**src/rtl/dp_arbiter_if.sv**
```systemverilog
// dp_arbiter_if: requester, datapath and response signals of the arbiter.
// master = surrounding system, slave = dp_arbiter.
interface dp_arbiter_if #(
    parameter int NUM_REQ = 4,
    parameter int DATA_W  = 32
);
    localparam int ID_W = $clog2(NUM_REQ);

    logic [NUM_REQ-1:0]        req_valid;
    logic [NUM_REQ*DATA_W-1:0] req_data;
    logic [NUM_REQ-1:0]        req_ready;
    logic [DATA_W-1:0]         dp_data_in;
    logic [DATA_W-1:0]         dp_data_out;
    logic                      rsp_valid;
    logic [ID_W-1:0]           rsp_id;
    logic [DATA_W-1:0]         rsp_data;
    logic                      rsp_ready;
    logic                      busy;

    modport master (
        output req_valid,
        output req_data,
        output dp_data_out,
        output rsp_ready,
        input  req_ready,
        input  dp_data_in,
        input  rsp_valid,
        input  rsp_id,
        input  rsp_data,
        input  busy
    );

    modport slave (
        input  req_valid,
        input  req_data,
        input  dp_data_out,
        input  rsp_ready,
        output req_ready,
        output dp_data_in,
        output rsp_valid,
        output rsp_id,
        output rsp_data,
        output busy
    );
endinterface

```
**src/rtl/dp_arbiter.sv**
```systemverilog
// dp_arbiter: round-robin arbiter sharing one fixed-latency datapath
// between NUM_REQ requesters, one transaction in flight at a time.
module dp_arbiter #(
    parameter int NUM_REQ = 4,
    parameter int DATA_W  = 32,
    parameter int LATENCY = 1
) (
    input  logic        clk,
    input  logic        reset_n,
    dp_arbiter_if.slave bus
);
    localparam int ID_W  = $clog2(NUM_REQ);
    localparam int IW    = ID_W + 1;
    localparam int CNT_W = (LATENCY > 0) ? $clog2(LATENCY + 1) : 1;

    localparam logic [ID_W:0]    NREQ   = IW'(NUM_REQ);
    localparam logic [CNT_W-1:0] LAT_LD = CNT_W'(LATENCY);

    typedef enum logic [1:0] {
        IDLE,
        WAIT,
        RESP
    } state_t;

    state_t            state;
    logic [ID_W-1:0]   ptr;
    logic [CNT_W-1:0]  cnt;
    logic [DATA_W-1:0] dp_in_q;
    logic              rsp_valid_q;
    logic [ID_W-1:0]   rsp_id_q;
    logic [DATA_W-1:0] rsp_data_q;

    logic [DATA_W-1:0] req_word [NUM_REQ];

    logic [NUM_REQ-1:0] grant;
    logic [ID_W-1:0]    gidx;
    logic               found;
    logic [ID_W:0]      cand;
    logic [ID_W:0]      nxt;
    logic [ID_W-1:0]    ptr_nx;

    for (genvar i = 0; i < NUM_REQ; i++) begin : g_unpack
        assign req_word[i] = bus.req_data[i*DATA_W +: DATA_W];
    end

    // Round-robin search: first valid requester from ptr upward, wrapping.
    always_comb begin
        grant = '0;
        gidx  = '0;
        found = 1'b0;
        cand  = '0;
        for (int k = 0; k < NUM_REQ; k++) begin
            cand = {1'b0, ptr} + IW'(k);
            if (cand >= NREQ) begin
                cand = cand - NREQ;
            end
            if (!found && bus.req_valid[cand[ID_W-1:0]]) begin
                found = 1'b1;
                gidx  = cand[ID_W-1:0];
            end
        end
        if (found) begin
            grant[gidx] = 1'b1;
        end
    end

    // Pointer moves to the requester just after the winner.
    always_comb begin
        nxt    = {1'b0, gidx} + IW'(1);
        ptr_nx = (nxt == NREQ) ? '0 : nxt[ID_W-1:0];
    end

    // Control FSM with the registered operand and response outputs.
    always_ff @(posedge clk or negedge reset_n) begin
        if (!reset_n) begin
            state       <= IDLE;
            ptr         <= '0;
            cnt         <= '0;
            dp_in_q     <= '0;
            rsp_valid_q <= 1'b0;
            rsp_id_q    <= '0;
            rsp_data_q  <= '0;
        end else begin
            unique case (state)
                IDLE: begin
                    if (found) begin
                        dp_in_q  <= req_word[gidx];
                        rsp_id_q <= gidx;
                        ptr      <= ptr_nx;
                        cnt      <= LAT_LD;
                        state    <= WAIT;
                    end
                end
                WAIT: begin
                    if (cnt == '0) begin
                        rsp_data_q  <= bus.dp_data_out;
                        rsp_valid_q <= 1'b1;
                        state       <= RESP;
                    end else begin
                        cnt <= cnt - CNT_W'(1);
                    end
                end
                RESP: begin
                    if (bus.rsp_ready) begin
                        rsp_valid_q <= 1'b0;
                        state       <= IDLE;
                    end
                end
                default: begin
                    state <= IDLE;
                end
            endcase
        end
    end

    // Grants only from IDLE, and never while reset is held.
    assign bus.req_ready  = (state == IDLE && reset_n) ? grant : '0;
    assign bus.busy       = (state != IDLE);
    assign bus.dp_data_in = dp_in_q;
    assign bus.rsp_valid  = rsp_valid_q;
    assign bus.rsp_id     = rsp_id_q;
    assign bus.rsp_data   = rsp_data_q;
endmodule
```
**src/flat_wrapper.sv**
```systemverilog
// flat-port wrapper written by rule: the top's interface ports become plain ports
module dp_arbiter_flat 
#(
    parameter int NUM_REQ = 4,
    parameter int DATA_W  = 32,
    parameter int LATENCY = 1
)
  (clk, reset_n, bus_req_valid, bus_req_data, bus_dp_data_out, bus_rsp_ready, bus_req_ready, bus_dp_data_in, bus_rsp_valid, bus_rsp_id, bus_rsp_data, bus_busy);
  dp_arbiter_if #(.NUM_REQ(NUM_REQ), .DATA_W(DATA_W)) bus_i ();
  input  logic clk;
  input  logic reset_n;
  input wire logic [$bits(bus_i.req_valid)-1:0] bus_req_valid;
  input wire logic [$bits(bus_i.req_data)-1:0] bus_req_data;
  input wire logic [$bits(bus_i.dp_data_out)-1:0] bus_dp_data_out;
  input wire logic [$bits(bus_i.rsp_ready)-1:0] bus_rsp_ready;
  output wire logic [$bits(bus_i.req_ready)-1:0] bus_req_ready;
  output wire logic [$bits(bus_i.dp_data_in)-1:0] bus_dp_data_in;
  output wire logic [$bits(bus_i.rsp_valid)-1:0] bus_rsp_valid;
  output wire logic [$bits(bus_i.rsp_id)-1:0] bus_rsp_id;
  output wire logic [$bits(bus_i.rsp_data)-1:0] bus_rsp_data;
  output wire logic [$bits(bus_i.busy)-1:0] bus_busy;
  assign bus_i.req_valid = bus_req_valid;
  assign bus_i.req_data = bus_req_data;
  assign bus_i.dp_data_out = bus_dp_data_out;
  assign bus_i.rsp_ready = bus_rsp_ready;
  assign bus_req_ready = bus_i.req_ready;
  assign bus_dp_data_in = bus_i.dp_data_in;
  assign bus_rsp_valid = bus_i.rsp_valid;
  assign bus_rsp_id = bus_i.rsp_id;
  assign bus_rsp_data = bus_i.rsp_data;
  assign bus_busy = bus_i.busy;
  dp_arbiter #(.NUM_REQ(NUM_REQ), .DATA_W(DATA_W), .LATENCY(LATENCY)) u_core (.clk(clk), .reset_n(reset_n), .bus(bus_i));
endmodule
```
**config.mk**
```make
export PLATFORM = sky130hd
export DESIGN_NAME = dp_arbiter_flat
export DESIGN_NICKNAME = d
export VERILOG_FILES = /design/src/rtl/dp_arbiter_if.sv /design/src/rtl/dp_arbiter.sv /design/src/flat_wrapper.sv
export SDC_FILE = /design/constraint.sdc
export NUM_CORES = 1
export LEC_CHECK = 0
export BUFFER_PORTS_ARGS = -buffer_cell sky130_fd_sc_hd__buf_2
export CORE_MARGIN = 2
export CORE_UTILIZATION = 43
export DETAILED_ROUTE_END_ITERATION = 10
export PLACE_DENSITY = 0.78
export SLEW_MARGIN = 20
export SYNTH_ARGS = -nofsm -noshare
export SYNTH_HDL_FRONTEND = slang
export SYNTH_SLANG_ARGS = --single-unit
```
**constraint.sdc**
```tcl
create_clock -name clk -period 2.2 [get_ports clk]
set_input_delay 0.44 -clock clk [delete_from_list [all_inputs] [get_ports clk]]
set_output_delay 0.44 -clock clk [all_outputs]
set_load 0.02 [all_outputs]
```
* After elaboration in Yosys (flattened, before gate mapping)
Index checks and enable logic that the tools add are counted.
Storage, ports and cells: register bits 72, input port bits 167
Cells by class: multiplexer cells 38, $lt $le $gt $ge 11, bitwise logic cells 2, add/subtract/negate cells 9, reduce and logical (&&, ||, !) cells 17, equality and inequality tests 6
Operators with widths (number):
- $bmux 32 s2 | 1
- $mux 32 | 2
- $mux 2 | 12
- $lt 2x3->1 const B | 5
- $mux 1 | 13
- $ge 3x3->1 const B | 4
- $bmux 1 s2 | 4
- $mux 4 | 2
- $sub 2x1->2 const B | 4
- $add 2x1->3 const B | 2
- $add 2x2->3 const B | 2
- $pmux 2 s3 | 1
- $reduce_and 2->1 | 3
- $reduce_and 3->1 | 2
- $reduce_bool 2->1 | 3
- $logic_and 1x1->1 | 5
- $ne 2x2->1 const B | 2
- $pmux 1 s2 | 2
- $eq 3x3->1 const B | 1
- $ge 2x3->1 const B | 1
- $logic_not 1->1 | 3
- $not 2->3 | 1
- $demux 1 s2 | 1
- $eq 2x1->1 const B | 1
- 6 further kinds | 6

* Depth between registers and ports, before layout
depth in word-level cells 20, depth in mapped cells 8, gate-level depth less buffers 6

* Worst setup path before layout
Ideal clock, no wire load.
path type register to output, start reg u_core.ptr[1], end out bus_req_ready[1], setup slack 0.004 ns, path buffers 2, data arrival time 1.756 ns, stages on the path, launching flop included 8, cells stage by stage dfrtp_1 mux2i_1 o2bb2ai_1 nor2_4 inv_2 buf_6 buf_6 nor3_1
On the way: longest elaborated chain between the ends 20, elaborated cells on any way between the ends 44, classes of those cells add/sub (7); order compare (6); mux (24); reduce/logical (7)
Ends and longest elaborated chain:
- from (decl) | RTL line dp_arbiter.sv:26 | logic [ID_W-1:0] ptr;
- from (signal assigned) | RTL line dp_arbiter.sv:89 | ptr <= ptr_nx;
- branches (longest 18 deep; another with $add 2x1->3)
- $mux 4 * | RTL line dp_arbiter.sv:62 | if (found) begin
- $mux 4 * | RTL line dp_arbiter.sv:117 | assign bus.req_ready = (state == IDLE && reset_n) ? grant : '0;
- to (decl) | RTL line flat_wrapper.sv:16 | output wire logic [$bits(bus_i.req_ready)-1:0] bus_req_ready;
Every way passes the cells marked *. The select of a mux whose other input is x is not followed.

* Worst setup path in the final report
start reg u_core.ptr[1], end out bus_req_ready[3]
The elaborated chain is that of the path after synthesis.

==> results.cfg <==
[power_and_ir_drop]
switching_power_mw = 3.489
power.leakage_nw = 2.827
p_total_mw = 8.159
power.internal_mw = 4.670
worst_ir_drop_vdd_mv = 0.5168
p_per_area_nw_per_um2 = 1429
swShare_pct = 42.77
p_comb_share_pct = 56.5
clkPwrFrac_pct = 14.2
sequentialPowerShare_pct = 29.3

[synthesis]
synthFlopType = dfrtp_1
yosys-top-cells-area = dfrtp_1 46%, mux2_2 9.3%, mux2i_1 8.5%, a211oi_1 6.4%, and3_1 3.7%
synthDistinctLibCells = 36
avgSynthCellArea_sq_um = 11.05
syn_inst = 351
synthTopCellsByCount = 72 x dfrtp_1, 33 x a211oi_1, 33 x mux2i_1
synth_nets = 520
synth-edff-count = 0
yosysSeqAreaShare_pct = 46.47
synth_area_sq_um = 3877
async_reset_ff_share_pct = 100.0
synth_top_area_share_pct = 46.47
synth.most_common_cell = dfrtp_1
ys_ff_latch = 72
synth_warnings = 0
yosysTopAreaCell = dfrtp_1

[layout]
syn_to_final_growth_pct = 47.27
drive_gt1_share_pct = 59.61
regArea_sq_um = 1804
antenna_cells = 0
instances_no_fill = 717
final_nets = 773
nFillCells = 700
multiInputGateArea_sq_um = 2034

[cts]
ctsLongestPathBuffers = 2
cts_sinks = 72
clk_latency_ns = 0.34
cts_buffers = 9
root_buffer = clkbuf_8
htreeDepth = 3
cts_tree = yes
holdBufCountCts = 0
cts.reportedPaths.clkPinSlew_ns = 0.08

[sta]
finalClockSkew_ns = 0.009939
timing.final.crit_period_ns = 2.305
max_freq_ghz = 0.4338
maxSlewViolCount = 0
post-route-period-util_pct = 104.8
setup_viol_count_final = 3
rsz0062_at_grt = yes
hold_violations = 0
setup_ws_ns = -0.1052
maxSlewHeadroom_pct = 58.61
worst_slew_pin_slew_ns = 0.6208
worst_hold_slack_ns = 0.1141

[worst_setup_path]
crit_fanout = 6
critPathTopFamily = flip-flops
arrival_ns = 1.87
path_class = flip-flop to primary output
slowest_delay_ns = 0.47
required_ns = 1.76
slowest_stage = dfrtp_2
startpoint_type = flip-flop
endpoint_kind = primary output
critPathBufInv = 1
cp_cell_sequence = mux2i_4 -> o2bb2ai_4 -> nor2_4 -> ha_1 -> and3_4 -> buf_6
rrSetupSlack_ns = 0.07

[grt]
grt_pass1_wl_um = 17500
grt_use_total_pct = 22.41
grt_pass1_vias = 3739
grt_max_degree = 52
overflow = 0
antenna_found_initial = 0

[place]
dp_hpwl_um = 8541
portBuffers = 238
placed_cells = 690
place_congestion = 0.8533

[detailed_routing]
drc = 0
routedWlPerCell_um = 16.12
drt-total-wl_um = 11560
dr.pass1.iters = 4
num_vias = 3751
ant_nets = 0
vias_per_cell = 5.232
drt_iter0_drc = 90

[floorplan]
die_h_um = 98.96
row_count = 34
ios = 239
die-area_sq_um = 9793
die_w_um = 98.96
core_area_sq_um = 8721
initial_core_util_pct = 44.46

[worst_hold_path]
hold_class = input pin to async pin

[run_status]
violations = negative setup slack
status = complete, but fails checks

[job]
maxCapViolations = 0
## cells in the final DEF, fill, tap and decap left out, types with 2 or more instances in the layout
cell type,count
and3_1,21
mux2i_1,31
a21oi_1,2
dfrtp_2,2
buf_2,233
dfrtp_1,70
a211oi_2,22
a21bo_2,3
o211ai_1,11
inv_1,3
nor2_4,2
o21ai_0,13
a21o_1,2
mux2_2,32
clkbuf_8,9
and3_4,2
buf_6,2
nand2_1,18
a21bo_1,8
nor2_1,27
a211oi_1,22
buf_4,30
clkinvlp_4,2
nor3_1,2
bufinv_16,2
nand3_1,11
## kinds of logic after synthesis
| logic type | synth area share (%) |
|---|---|
| adders and majority gates | 0.6453 |
| muxes | 17.81 |
| buffers and inverters | 4.517 |
| AOI/OAI and AO/OA | 18.55 |
| DFF | 46.47 |
| and+or+nand+nor | 12.00 |
## final cells by class
| cell class | instances | share of cell area [%] |
|---|---|---|
| Clock buffer | 10 | 2.235 |
| Timing Repair Buffer | 269 | 26.29 |
| Inverter | 4 | 0.2629 |
| Tap cell | 108 | 2.366 |
| Multi-Input combinational cell | 248 | 35.63 |
| Sequential cell | 72 | 31.60 |
| Clock inverter | 6 | 1.621 |
## path summary, 6_finish.rpt
check / from / end / cells past startpoint
max: u_core.ptr[1] / bus_req_ready[3] / 6
min: reset_n / u_core.ptr[1] / 2
max reg2reg: u_core.ptr[1] / u_core.bus.dp_data_in[16] / 10
min reg2reg: u_core.bus.rsp_id[1] / u_core.bus.rsp_id[1] / 1
max in group asynchronous: reset_n / u_core.bus.rsp_data[29] / 2
min in group clk: bus_dp_data_out[21] / u_core.bus.rsp_data[21] / 2
## per-stage QoR
stage                     worst slack, ns  area [sq um]  setup TNS, ns  utilization, %
after floorplan                  0.003606          3877              0               -
after global placement             0.1240          5226              0           59.93
after detailed placement          0.03502          5226              0           59.93
after CTS                        -0.07516          5572        -0.1560           63.89
after global routing              -0.1556          5710        -0.4707           65.48
final                             -0.1052          5710        -0.2306           65.48
## timing repair
| item | in CTS | in global routing |
|---|---|---|
| cloned | 0 | 1 |
| setup endpoints to repair | 4 | 25 |
| pin swaps | 3 | 12 |
| setup buffers | 6 | 4 |
| gates resized for setup | 19 | 17 |
## layer usage
layer	wire, um	vias up	track usage [%]
met1	4623	1755	27.01
met5	0	-	0
met4	195	0	7.903
met3	931	16	5.461
li1	-	1800	-
met2	5807	180	39.03
## flip-flops by register name, summed over array words and instances (netlist names)
name,count
u_core.bus.rsp_id,2
u_core.cnt,1
u_core.bus.dp_data_in,32
u_core.bus.rsp_data,32
u_core.bus.rsp_valid,1
u_core.ptr,2
u_core.state,2
## power by group through the flow
stage          clock network, mW  registers, mW  logic, mW
2_1_floorplan                  0           3.13       2.14
3_3_place_gp                   0           2.36       4.16
3_5_place_dp                   0           2.39       4.26
4_1_cts                     1.19           2.39       4.40
5_1_grt                     1.25           2.47       4.95
6_report                    1.16           2.39       4.61
Note: power is estimated with default switching activity, not from simulation.
